File: src/rtl/cmp_pkg.sv
// rtl/cmp_pkg.sv - result codes, FSM states and cascade mapping for the digit-serial comparator.
package cmp_pkg;

  localparam logic [2:0] CMP_LT   = 3'b100;
  localparam logic [2:0] CMP_EQ   = 3'b010;
  localparam logic [2:0] CMP_GT   = 3'b001;
  localparam logic [2:0] CMP_NONE = 3'b000;

  typedef enum logic [1:0] {IDLE, RUN, DONE} state_e;

  // Only one-hot legal codes pass; anything else collapses to "equal, no cascade verdict".
  function automatic logic [2:0] cmp_map(input logic [2:0] code);
    case (code)
      CMP_LT, CMP_EQ, CMP_GT: cmp_map = code;
      default:                cmp_map = CMP_NONE;
    endcase
  endfunction

endpackage

File: src/rtl/cmp_digit.sv
// rtl/cmp_digit.sv - combinational DIGIT-bit magnitude compare with cascade in/out.
module cmp_digit
  import cmp_pkg::*;
#(
  parameter int DIGIT = 4
) (
  input  logic [DIGIT-1:0] a,
  input  logic [DIGIT-1:0] b,
  input  logic [2:0]       casc_in,
  output logic [2:0]       casc_out
);

  always_comb begin
    if (a > b)      casc_out = CMP_GT;
    else if (a < b) casc_out = CMP_LT;
    else            casc_out = casc_in;
  end

endmodule

File: src/rtl/seq_magnitude_compare.sv
// rtl/seq_magnitude_compare.sv - MSB-first digit-serial magnitude comparator, valid/ready on both sides.
// COMPARE_EARLY_EXIT_EN: stop on first unequal digit; otherwise constant NDIG-cycle latency.
module seq_magnitude_compare
  import cmp_pkg::*;
#(
  parameter int WIDTH = 32,
  parameter int DIGIT = 4
) (
  input  logic             iClk,
  input  logic             iRst_n,
  input  logic             iValid,
  output logic             oReady,
  input  logic [WIDTH-1:0] iData_a,
  input  logic [WIDTH-1:0] iData_b,
  input  logic             iSigned,
  input  logic [2:0]       iData,
  output logic             oValid,
  input  logic             iReady,
  output logic [2:0]       oData,
  output logic             oBusy
);

  localparam int NDIG = WIDTH / DIGIT;
  localparam int IDXW = (NDIG > 1) ? $clog2(NDIG) : 1;

  if ((WIDTH % DIGIT) != 0) begin : g_bad_width
    $error("seq_magnitude_compare: WIDTH must be a multiple of DIGIT");
  end

  state_e            state_q, state_d;
  logic [WIDTH-1:0]  a_q, a_d, b_q, b_d;
  logic [2:0]        casc_q, casc_d;
  logic [IDXW-1:0]   idx_q, idx_d;
  logic [2:0]        data_q, data_d;
  logic              valid_q, valid_d, ready_q, ready_d, busy_q, busy_d;
`ifndef COMPARE_EARLY_EXIT_EN
  logic              decided_q, decided_d;
  logic [2:0]        pend_q, pend_d;
  logic [2:0]        res;
`endif

  logic [WIDTH-1:0]  sign_mask;
  logic [DIGIT-1:0]  a_dig, b_dig;
  logic [2:0]        dig_casc, dig_out;

  // Flipping the MSB maps two's-complement order onto unsigned order.
  assign sign_mask = {iSigned, {(WIDTH-1){1'b0}}};

  always_comb begin
    a_dig = '0;
    b_dig = '0;
    for (int i = 0; i < NDIG; i++) begin
      if (idx_q == IDXW'(i)) begin
        a_dig = a_q[i*DIGIT +: DIGIT];
        b_dig = b_q[i*DIGIT +: DIGIT];
      end
    end
  end

  // The cascade code only matters on the last digit; earlier digits report plain EQ.
  assign dig_casc = (idx_q == '0) ? cmp_map(casc_q) : CMP_EQ;

  cmp_digit #(.DIGIT(DIGIT)) u_digit (
    .a        (a_dig),
    .b        (b_dig),
    .casc_in  (dig_casc),
    .casc_out (dig_out)
  );

  always_comb begin
    state_d = state_q;
    a_d     = a_q;
    b_d     = b_q;
    casc_d  = casc_q;
    idx_d   = idx_q;
    data_d  = data_q;
    valid_d = valid_q;
    ready_d = ready_q;
    busy_d  = busy_q;
`ifndef COMPARE_EARLY_EXIT_EN
    decided_d = decided_q;
    pend_d    = pend_q;
    res       = decided_q ? pend_q : dig_out;
`endif
    case (state_q)
      IDLE: begin
        if (iValid) begin
          a_d     = iData_a ^ sign_mask;
          b_d     = iData_b ^ sign_mask;
          casc_d  = iData;
          idx_d   = IDXW'(NDIG - 1);
          state_d = RUN;
          ready_d = 1'b0;
          busy_d  = 1'b1;
`ifndef COMPARE_EARLY_EXIT_EN
          decided_d = 1'b0;
          pend_d    = CMP_NONE;
`endif
        end
      end
      RUN: begin
`ifdef COMPARE_EARLY_EXIT_EN
        if (idx_q == '0 || dig_out != CMP_EQ) begin
          data_d  = dig_out;
          state_d = DONE;
          valid_d = 1'b1;
          busy_d  = 1'b0;
        end else begin
          idx_d = idx_q - 1'b1;
        end
`else
        if (idx_q == '0) begin
          data_d  = res;
          state_d = DONE;
          valid_d = 1'b1;
          busy_d  = 1'b0;
        end else begin
          if (!decided_q && dig_out != CMP_EQ) begin
            decided_d = 1'b1;
            pend_d    = dig_out;
          end
          idx_d = idx_q - 1'b1;
        end
`endif
      end
      DONE: begin
        if (iReady) begin
          state_d = IDLE;
          valid_d = 1'b0;
          ready_d = 1'b1;
        end
      end
      default: begin
        state_d = IDLE;
        valid_d = 1'b0;
        ready_d = 1'b1;
        busy_d  = 1'b0;
      end
    endcase
  end

  always_ff @(posedge iClk or negedge iRst_n) begin
    if (!iRst_n) begin
      state_q <= IDLE;
      a_q     <= '0;
      b_q     <= '0;
      casc_q  <= '0;
      idx_q   <= '0;
      data_q  <= CMP_NONE;
      valid_q <= 1'b0;
      ready_q <= 1'b1;
      busy_q  <= 1'b0;
`ifndef COMPARE_EARLY_EXIT_EN
      decided_q <= 1'b0;
      pend_q    <= CMP_NONE;
`endif
    end else begin
      state_q <= state_d;
      a_q     <= a_d;
      b_q     <= b_d;
      casc_q  <= casc_d;
      idx_q   <= idx_d;
      data_q  <= data_d;
      valid_q <= valid_d;
      ready_q <= ready_d;
      busy_q  <= busy_d;
`ifndef COMPARE_EARLY_EXIT_EN
      decided_q <= decided_d;
      pend_q    <= pend_d;
`endif
    end
  end

  assign oReady = ready_q;
  assign oValid = valid_q;
  assign oData  = data_q;
  assign oBusy  = busy_q;

endmodule

File: config.mk
export PLATFORM = sky130hd
export DESIGN_NAME = seq_magnitude_compare
export DESIGN_NICKNAME = d
export VERILOG_FILES = /design/src/rtl/cmp_pkg.sv /design/src/rtl/cmp_digit.sv /design/src/rtl/seq_magnitude_compare.sv
export SDC_FILE = /design/constraint.sdc
export NUM_CORES = 1
export LEC_CHECK = 0
export ABC_CLOCK_PERIOD_IN_PS = 4100
export CAP_MARGIN = 20
export CORE_AREA = 5 5 121 123
export CTS_BUF_LIST = sky130_fd_sc_hd__clkbuf_8
export DETAILED_ROUTE_END_ITERATION = 16
export DIE_AREA = 0 0 126 128
export MAX_ROUTING_LAYER = met4
export PLACE_DENSITY = 0.57
export SLEW_MARGIN = 20
export SYNTH_ARGS = -nofsm -noshare
export SYNTH_HDL_FRONTEND = slang
export SYNTH_SLANG_ARGS = --single-unit
File: constraint.sdc
create_clock -name iClk -period 4.1 [get_ports iClk]
set_input_delay 0.82 -clock iClk [delete_from_list [all_inputs] [get_ports iClk]]
set_output_delay 0.82 -clock iClk [all_outputs]
set_load 0.1 [all_outputs]
======== Yosys cells after proc, flatten, opt, wreduce, memory -nomap -nowiden ========
Index checks and enable logic that the tools add are counted.
word-level totals
  flip-flop bits (word level) ............. 82
  bits in latches ......................... 0
  memory bits (writable) .................. 0
  bits in read-only memories .............. 0
  input port bits ......................... 72
  output and inout port bits .............. 6
  logic and storage cells ................. 95
  memories kept ........................... 0
operators by class
  add/subtract/negate cells ............... 1
  multipliers ............................. 0
  divide/modulo/power cells ............... 0
  $lt $le $gt $ge ......................... 2
  equal/unequal tests ..................... 18
  shift-type cells ........................ 0
  muxes and demuxes ....................... 44
  bitwise gates (word level) .............. 5
  reductions and logical operators ........ 14
operators with widths
  operator             count
  $mux 4               16
  $xor 32x32->32       2
  $mux 3               10
  $eq 3x3->1 const B   5
  $reduce_and 3->1     5
  $pmux 3 s2           2
  $ne 2x2->1 const B   5
  $eq 3x2->1 const B   3
  $pmux 1 s3           3
  $mux 1               8
  $eq 3x1->1 const B   2
  $mux 2               3
  $pmux 2 s3           1
  $gt 4x4->1           1
  $lt 4x4->1           1
  $reduce_and 2->1     2
  $reduce_and 4->1     1
  $logic_not 3->1      1
  $ne 3x2->1 const B   1
  $not 1->1            3
  $reduce_or 3->1      1
  $sub 3x1->3 const B  1
  $eq 2x1->1 const B   1
  $eq 2x2->1 const B   1
  other kinds (5)      5

======== Logic depth before layout (Yosys ltp) ========
  depth in word-level cells ............... 17
  depth in mapped cells ................... 15
  depth with buffers taken out ............ 13

======== Hierarchy ========
Synthesis repeated with hierarchy kept, for this count alone.
unflattened totals
  cell total of the unflattened synthesis .. 344
  area total of the unflattened synthesis .. 4359.2 um^2
by module, submodules not included
  module                 instances  cells an instance  area each (um^2)  sequential area each (um^2)
  seq_magnitude_compare  1          327                4221.5            2053.2
  cmp_digit              1          17                 137.6             0.0

======== Worst setup path before layout ========
No wires, ideal clock.
  path kind ............................... register -> register
  from .................................... reg idx_q[0]
  to ...................................... reg data_q[1], in the netlist oData[1]
  library setup time ...................... 0.082 ns
  arrival ................................. 2.910 ns
  required time ........................... 4.018 ns
  setup slack ............................. 1.109 ns
  cell stages (with the launch flop) ...... 14
  path buffers ............................ 2
  period minus slack after synthesis ...... 2.991 ns
  path through ............................ dfrtp_1 -> inv_1 -> ha_1 -> nor2b_2 -> buf_6 -> buf_6 -> a22oi_2 -> o21ai_1 -> mux4_2 -> ha_1 -> nand2_1 -> o21a_1 -> or4_1 -> a31oi_1
on the way
  cells in the longest elaborated chain, start to end .. 13
  elaborated cells between the ends (all ways) .. 31
  classes of those cells .................. 2 x order compare; 7 x eq/ne; 20 x mux; 2 x reduce/logical
RTL lines
  element                 RTL line                                                                                text
  start, declared         seq_magnitude_compare.sv:33                                                             logic [IDXW-1:0] idx_q, idx_d;
  start signal, assigned  seq_magnitude_compare.sv:162                                                            idx_q <= idx_d;
  $logic_not 3->1         seq_magnitude_compare.sv:53, seq_magnitude_compare.sv:61, seq_magnitude_compare.sv:112
  $mux 4 (8 in series)    seq_magnitude_compare.sv:53                                                             if (idx_q == IDXW'(i)) begin
  $lt 4x4->1              cmp_digit.sv:15                                                                         else if (a < b) casc_out = CMP_LT;
  $mux 3                  cmp_digit.sv:15
  $mux 3                  cmp_digit.sv:14                                                                         if (a > b) casc_out = CMP_GT;
  $mux 3                  seq_magnitude_compare.sv:83                                                             res = decided_q ? pend_q : dig_out;
  end signal, assigned    seq_magnitude_compare.sv:163                                                            data_q <= data_d;
  end, declared           seq_magnitude_compare.sv:34                                                             logic [2:0] data_q, data_d;
Parallel ways exist; a longest one is shown, timed or not.
A chain may end at the register's enable or synchronous reset.

======== Worst setup path in the final report ========
  from .................................... reg idx_q[1]
  to ...................................... reg pend_q[0]
on the way
  cells in the longest elaborated chain, start to end .. 16
  elaborated cells between the ends (all ways) .. 37
  classes of those cells .................. 2 x order compare; 10 x eq/ne; 22 x mux; 3 x reduce/logical
RTL lines
  element                            RTL line                                                                                text
  $logic_not 3->1                    seq_magnitude_compare.sv:53, seq_magnitude_compare.sv:61, seq_magnitude_compare.sv:112
  $mux 4 (8 in series)               seq_magnitude_compare.sv:53
  $lt 4x4->1                         cmp_digit.sv:15
  $mux 3                             cmp_digit.sv:15
  $mux 3                             cmp_digit.sv:14
  $ne 3x2->1                         seq_magnitude_compare.sv:118                                                            if (!decided_q && dig_out != CMP_EQ) begin
  $logic_and 1x1->1                  seq_magnitude_compare.sv:118
  $ne 2x2->1 (no source line)        --
  $reduce_and 4->1 (no source line)  --
  end signal, assigned               seq_magnitude_compare.sv:169                                                            pend_q <= pend_d;
  end, declared                      seq_magnitude_compare.sv:38                                                             logic [2:0] pend_q, pend_d;
Parallel ways exist; a longest one is shown, timed or not. The select of a mux whose other input is x is not followed.

==> impl_metrics.csv <==
group,metric,value,unit
run_status,outcome,"completed",
synthesis,synthAdderAreaFrac,2.87,%
pwr,clock_power_share,13.8,%
worst_setup_path,path_class,"reg -> reg",
synthesis,syn_nets,399,
pwr,sw_frac_of_total,39.7,%
sta,fin_tns_setup,0,ns
drt,routed_wl,9250,µm
synthesis,synth_top_family_by_area,"multiplexers",
synthesis,synth_top_area_share,51.6,%
floorplanning,die_y,128,µm
grt,antenna_found_initial,0,
pwr,intPower,2.32,mW
floorplanning,rows,43,
synthesis,synth_mux_area_share,20.7,%
sta,fin_skew,0.00863,ns
floorplanning,die-area,16100,µm²
synthesis,synthArstFlopShare,100,%
pwr,p_total,3.85,mW
worst_setup_path,reg2reg_from,"idx_q[1]",
sta,maxSlewHeadroom,35.0,%
final_layout,antenna_cells,0,
sta,final_hold_viol_count,0,
synthesis,synth-xor-area-share,0.446,%
synthesis,ys_warn_count,0,
worst_setup_path,path_max_fanout,16,
sta,setup_viol,0,
worst_hold_path,min_from,"oBusy",
pwr,combPwrFrac,48.0,%
pwr,switching_power,1.53,mW
pwr,vdd_ir_drop_max,0.264,mV
synthesis,synth-edff-count,0,
synthesis,syn_area,3930,µm²
worst_setup_path,critical_path.startpoint_type,"flip-flop",
floorplanning,core-area,13600,µm²
clock_network,cts_max_level,3,
synthesis,synth.most_common_cell,"dfrtp_1",
pwr,p_leak,2.00,nW
sta,finalMaxSlewViolations,0,
worst_setup_path,critPathCaptureType,"flip-flop",
synthesis,yosys-top-cells-count,"dfrtp_1, mux2_2, o21ai_0",
final_layout,drive_above_1_share,23.6,%
drt,first_pass_iters,4,
clock_network,cts_setup_buffers,0,
synthesis,ys_seq_elements,82,
floorplanning,io_pins,78,
clock_network,clockBufferDepth,2,
final_layout,area_delta_synth_final,27.6,%
placement,dp_hpwl,6750,µm
pwr,p_seq_share,38.3,%
pwr,powerDensity,768,nW/µm²
drt,drt_iter0_drc,146,
sta,rsz0062_at_grt,"false",
placement,dp.cells,558,
drt,wl_per_cell,16.1,µm
sta,min_period,3.46,ns
clock_network,ctsResizeCount,0,
drt,drcViolationCount,0,
synthesis,ys.flop_type,"dfrtp_1",
synthesis,ys_types,42,
grt,grt_pass1_vias,2920,
clock_network,cts_sinks,82,
synthesis,synth-compound-area-share,12.5,%
clock_network,clock_latency,0.37,ns
floorplanning,fp.dieW,126,µm
clock_network,path_clk_slew,0.08,ns
sta,timing.fmax,0.289,GHz
clock_network,numCtsBuffers,9,
worst_hold_path,hold_path_class,"reg -> reg",
final_layout,final_nets,470,
synthesis,synthCells,318,
final_layout,stdcell_count,574,
grt,track_usage,12.5,%
synthesis,yosys.area_share.simple,6.88,%
floorplanning,start_util,29.0,%
synthesis,yosysTopAreaCell,"dfrtp_1",
sta,period_share,84.4,%
drt,post_drt_via_cell_ratio,4.74,
run,cap_viol_max_count,0,
clock_network,tritoncts,"done",
worst_setup_path,critPathRequiredTime,4.41,ns
synthesis,ys_seq_area_share,52.3,%
grt,grt-ovfl-total,0,
synthesis,avgSynthCellArea,12.3,µm²
drt,vias,2721,
worst_setup_path,cp.arrival,3.77,ns
synthesis,synth.area.top_cells,"dfrtp_1, mux2_2, ha_1",
grt,grt_max_degree,83,
placement,gp_congestion,0.779,
drt,ant_nets,0,
grt,grt_pass1_wl,15500,µm
worst_setup_path,startpoint,"idx_q[1]",
sta,tightest_slew,0.972,ns
clock_network,cts_hold_repair.buffers,0,
placement,io_buffers,77,
clock_network,clockRootBuffer,"clkbuf_8",
cell families after synthesis:
logic type | count (synthesis)
compound gates | 72
xor+xnor | 2
mux | 68
simple gates | 55
buf+inv | 30
flops | 82
fa+ha+maj | 9
power groups by stage:
stage / Sequential [mW] / Combinational, mW / Clock [mW]
3_5_place_dp: 1.50 / 1.86 / 0
6_report: 1.47 / 1.85 / 0.531
5_1_grt: 1.53 / 2.08 / 0.583
4_1_cts: 1.48 / 1.87 / 0.550
3_3_place_gp: 1.49 / 1.82 / 0
2_1_floorplan: 1.57 / 1.32 / 0
sequential cells by signal, indices dropped and copies added (netlist names):
| register | flops |
|---|---|
| oValid | 1 |
| a_q | 32 |
| state_q | 2 |
| oData | 3 |
| decided_q | 1 |
| oReady | 1 |
| idx_q | 3 |
| b_q | 32 |
| oBusy | 1 |
| casc_q | 3 |
| pend_q | 3 |
critical path, stage by stage (launching register included):
cell	delay, ns
dfrtp_1	0.42
inv_1	0.13
ha_1	0.21
nor2b_2	0.66
a221oi_1	0.17
o31ai_1	0.27
a32oi_1	0.14
ha_1	0.32
nand2_1	0.06
o21a_1	0.27
o41ai_1	0.52
a22o_1	0.21
layout by cell type (no fill, tap or decap), types with 7 or more instances in the layout:
cell type	count
clkdlybuf4s50_1	76
a21oi_1	12
clkbuf_8	10
nor2b_1	10
mux2_2	64
ha_1	9
o21ai_0	18
nand2_1	17
nor2_1	11
dfrtp_1	81
inv_1	11
a22oi_1	7
routing by layer:
metal / routed length [µm] / share of wire [%] / up-vias / track usage [%]
met5: 0 / 0 / - / -
met4: 103 / 1.1 / 0 / 2.84
met3: 426 / 4.6 / 9 / 3.71
met2: 4580 / 49 / 68 / 20.1
met1: 4150 / 45 / 1344 / 15.7
li1: - / - / 1300 / -
final timing paths:
kind / cells past startpoint / slack, ns / endpoint
min in group asynchronous: 1 / 0.51 / state_q[1]
worst min register to register: 1 / 0.49 / oBusy
worst min-delay path: 1 / 0.49 / oBusy
worst max register to register: 11 / 0.64 / pend_q[0]
worst max-delay path: 11 / 0.64 / pend_q[0]
max in group asynchronous: 1 / 3.11 / b_q[16]
final cells by class:
| class | instances | area (µm²) |
|---|---|---|
| repair buffers | 82 | 822 |
| well taps | 180 | 225 |
| clock buffers | 10 | 138 |
| flip-flops and latches | 82 | 2050 |
| inverters | 8 | 30.0 |
| clock inverters | 6 | 35.0 |
| fillers | 1351 | 8550 |
| multi-input cells | 206 | 1710 |
per-stage QoR:
step	cell area (µm²)	setup slack, ns	hold WS [ns]	util (%)
after floorplan	3930	1.11	0.453	-
after global placement	4830	0.792	0.475	35.7
after detailed placement	4830	0.645	0.472	35.7
after CTS	5010	0.596	0.497	36.9
after global routing	5010	0.212	0.511	37.0
final	5010	0.641	0.493	37.0
No activity file was read; power rests on OpenSTA's default activity.
==> patch 1 (config.mk and constraints unchanged) <==
The 3 states of `state_e` get a one-hot encoding in 3 bits.
--- a/src/rtl/cmp_pkg.sv
+++ b/src/rtl/cmp_pkg.sv
@@ -6,7 +6,7 @@
   localparam logic [2:0] CMP_GT   = 3'b001;
   localparam logic [2:0] CMP_NONE = 3'b000;
 
-  typedef enum logic [1:0] {IDLE, RUN, DONE} state_e;
+  typedef enum logic [2:0] {IDLE = 3'b001, RUN = 3'b010, DONE = 3'b100} state_e;
 
   // Only one-hot legal codes pass; anything else collapses to "equal, no cascade verdict".
   function automatic logic [2:0] cmp_map(input logic [2:0] code);
Check against the original RTL: no difference found for any inputs over 10 cycles, from zero or initial values and one cycle with iRst_n low; not proved beyond that.
==> patch 1 against the unedited design <==
Global-route usage hardly changed. Total power is 9.0% lower. Cell area is 2.6% higher. Maximum frequency is 6.5% lower. Clock power is 8.7% higher. Worst hold slack better by 0.0056 ns. Utilization is 0.98 points higher. Wire length is 0.77% higher. Sequential cell count is 1 higher. Area after synthesis is 1.6% higher. Worst setup slack worse by 0.24 ns. Critical path type unchanged.
==> patch 1: results (changes against the unedited design) <==
metric	value	unit	change
Seq/Total Area, Yosys	0.521		-0.00145
Setup Buffers After CTS	0		unchanged
vias in the first global route	2997		+2.6%
Final nets	481		+2.3%
FF-to-FF path depth	13		+2
Final Hold Viols	0		unchanged
status	complete, no violations		
Post-synth ARST share	1.00		unchanged
CP startpoint	idx_q[0]		
maximum clock path buffer count	2		unchanged
Placer Congestion	0.782		+0.45%
Worst Skew	0.00888	ns	+0.000252 ns
crit path DAT	3.92	ns	+0.15 ns
global router's overall resource usage	0.125		about the same
HP Class	in -> async		
critical path fanouts, max	11		-5
Filler cells	1357		+0.44%
Max-Cap Viols	0		unchanged
Pleak	2.07	nW	+3.4%
initial antenna violation count	0		unchanged
synth cell count leaders	81 x dfrtp_1, 65 x mux2_2, 15 x inv_1, 14 x nand2_1, 14 x o21ai_0		
share of layout cells above drive strength 1	0.244		+0.00840
VDD IR-drop max	242	uV	-8.5%
Port Buffers	77		unchanged
RR Startpoint	idx_q[0]		
wire per inst	15.9	microns	-1.1%
number of DRC markers in iteration 0	131		-10%
pin count of the biggest net entering global routing	84		+1.2%
Largest regs	a_q: 32 flops, b_q: 32 flops		
main area contributors after synthesis	dfrtp_1 51%, mux2_2 18%, ha_1 2.8%		
via/cell ratio	4.78		+0.79%
synth warn	0		unchanged
CTS Buf Count	9		unchanged
First-pass DRT Iterations	4		unchanged
antenna cells	0		unchanged
root buf cell	clkbuf_8		
Synth Net Count	405		+1.5%
worst slew pin tran	0.971	ns	-0.000280 ns
Reg clk slew, reported paths	0.09	ns	
latest clock arrival within the worst-skew pair	0.36	ns	
Setup WS pre-CTS	0.367	ns	-0.279 ns
first-pass GRT wire length	15400	microns	-0.67%
CTS HTree Levels	3		unchanged
DP Wirelength	6730	microns	-0.33%
Distinct cells, synth	47		+12%
## patch 1: power breakdown
group | leakage (nW) | total [mW] | internal [mW] | switching, mW
Clock | 0.0950 | 0.577 | 0.279 | 0.298
Sequential | 0.981 | 1.46 | 1.21 | 0.253
Combinational | 0.991 | 1.46 | 0.761 | 0.701
Total | 2.07 | 3.50 | 2.25 | 1.25
## patch 1: repair_timing
item | CTS | global route
gates resized for setup | 0 | 1
hold buffers | 0 | 0
endpoints found under the setup margin | 0 | 1
endpoints found under the hold margin | 0 | 0
## patch 1: layer usage
metal / vias up / global-route usage / wire length, microns
met5: - / - / 0
met4: 0 / 0.0435 / 144
met3: 14 / 0.0283 / 422
met2: 66 / 0.205 / 4710
met1: 1377 / 0.153 / 4040
li1: 1338 / - / -
## patch 1: worst max-delay path: stages (launching register included)
cell and delay [ns]:
dfrtp_1 0.43, inv_1 0.11, ha_1 0.24, nor2b_1 0.17, buf_4 0.20, a22oi_1 0.21
o21ai_0 0.13, mux4_2 0.48, ha_1 0.33, a21o_1 0.20, a211oi_2 0.34, nor3_1 0.13
nor4_1 0.42, o22ai_1 0.16
## patch 1: path summary, 6_finish.rpt
check,endpoint,slack [ns]
min,oData[0],0.50
min in group iClk,oData[0],0.50
min reg2reg,oData[0],0.50
max in group asynchronous,a_q[22],3.08
max,pend_q[2],0.40
max reg2reg,pend_q[2],0.40
## patch 1: logic make-up after synthesis
kind of cell               synth area share
buffers and inverters                0.0361
xor gates and xnor gates            0.00439
adders and majority gates            0.0282
and+or+nand+nor                      0.0784
AOI/OAI and AO/OA                     0.123
DFF                                   0.521
muxes                                 0.208
## patch 1: final cells by class
type	instances	share of cell area
sequential	83	0.404
multi-input combinational	208	0.345
timing repair buffer	83	0.159
tap	180	0.0438
clock buffer	9	0.0241
clock inverter	7	0.0134
inverter	15	0.0109
## patch 1: metrics by stage
step	instance area, sq um	hold WS [ns]	std cells
5_1_grt	5140	0.530	585
6_report	5140	0.499	585
3_3_place_gp	4940	0.482	569
4_1_cts	5140	0.511	585
2_1_floorplan	3990	0.464	324
3_5_place_dp	4940	0.490	569
==> patch 2 (same settings) <==
Without the edit above. `DIGIT` is set to 4 in 2 places; all go to 16.
--- a/src/rtl/cmp_digit.sv
+++ b/src/rtl/cmp_digit.sv
@@ -2,7 +2,7 @@
 module cmp_digit
   import cmp_pkg::*;
 #(
-  parameter int DIGIT = 4
+  parameter int DIGIT = 16
 ) (
   input  logic [DIGIT-1:0] a,
   input  logic [DIGIT-1:0] b,
--- a/src/rtl/seq_magnitude_compare.sv
+++ b/src/rtl/seq_magnitude_compare.sv
@@ -4,7 +4,7 @@
   import cmp_pkg::*;
 #(
   parameter int WIDTH = 32,
-  parameter int DIGIT = 4
+  parameter int DIGIT = 16
 ) (
   input  logic             iClk,
   input  logic             iRst_n,
Check against the original RTL: not equivalent (Yosys sat finds a counterexample within 4 cycles, from zero or initial values and one cycle with iRst_n low).
==> patch 2 against the unedited design <==
Sequential cell count decreased by 2. Wire length decreased by 1.2%. Worst setup slack improved by 0.43 ns. Area after synthesis decreased by 1.4%. Cell area about the same. Die area unchanged. Total power increased by 4.1%. Largest cell class unchanged.
==> patch 2: results (changes against the unedited design) <==
metric	value	unit	change
Setup WS pre-CTS	1.10	ns	+0.453 ns
Post-Synth Adder-Cell Area	0.0517		+0.0230
global router's overall resource usage	0.124		-0.00103
Worst Skew	0.00987	ns	+0.00124 ns
Final nets	584		+24%
multiplexer share of the synthesized area	0.0943		-0.112
VDD IR-drop max	304	uV	+15%
Cells after DPL	665		+19%
vias post-DR	2965		+9.0%
synth cell count leaders	208 x nand2_1, 79 x dfrtp_1, 17 x mux2i_1, 16 x ha_1, 16 x mux2_2		
vias in the first global route	3238		+11%
Placer Congestion	0.809		+3.9%
Non-CTS buffers	80		-2.4%
pin count of the biggest net entering global routing	81		-2.4%
Clock-cell share	0.0389		+0.00447
Placed Area	4810	sq um	-0.41%
sequential cell area share	0.400		-0.00994
Final Non-Filler Cells	680		+18%
Inverters	5		-3
Power Dens Cells	799	nW/um^2	+4.0%
Initial Util	0.286		-0.00397
Crit-path slowest cell	dfrtp_2		
Seq/Total Area, Yosys	0.517		-0.00566
XOR/XNOR Fraction of Synth Area	0.00452		+0.0000620
status	complete, no violations		
syn_area_per_cell	9.09	sq um	-26%
-- patch 2: cell count changes in the layout (fill, tap and decap cells not counted), moves of 7 or more --
cell and change:
ha_1 +7, mux2_2 -48, mux2i_1 +17, nand2_1 +191, nor2b_1 -7, o21ai_0 -11
-- patch 2: metal layers --
| layer | share of wire | vias to the layer above | global-route usage |
|---|---|---|---|
| li1 | - | 1518 | - |
| met1 | 0.52 | 1368 | 0.168 |
| met2 | 0.43 | 65 | 0.183 |
| met3 | 0.035 | 14 | 0.0296 |
| met4 | 0.017 | 0 | 0.0429 |
| met5 | 0 | - | - |
-- patch 2: final timing paths --
kind / depth (start not counted) / slack [ns] / start / to
worst min-delay path: 2 / 0.47 / a_q[30] / a_q[30]
worst min register to register: 2 / 0.47 / a_q[30] / a_q[30]
max in group asynchronous: 1 / 3.11 / iRst_n / idx_q
min in group asynchronous: 1 / 0.50 / iRst_n / a_q[24]
worst max register to register: 7 / 1.07 / idx_q / oData[2]
worst max-delay path: 7 / 1.07 / idx_q / oData[2]
-- patch 2: worst max-delay path, delay by kind of cell (launching register included) --
kind | cells | cell delay [ns]
AO/OA/AOI/OAI | 2 | 0.69
multiplexers | 3 | 0.81
adder cells (fa/ha/maj) | 1 | 0.34
AND/OR/NAND/NOR | 1 | 0.16
flip-flops | 1 | 0.91
-- patch 2: report_power, final --
| group | leakage, nW | internal (mW) | switching [mW] |
|---|---|---|---|
| combinational | 1.37 | 0.808 | 1.15 |
| sequential | 0.984 | 1.17 | 0.304 |
| clock | 0.0904 | 0.293 | 0.286 |
| total | 2.44 | 2.27 | 1.74 |
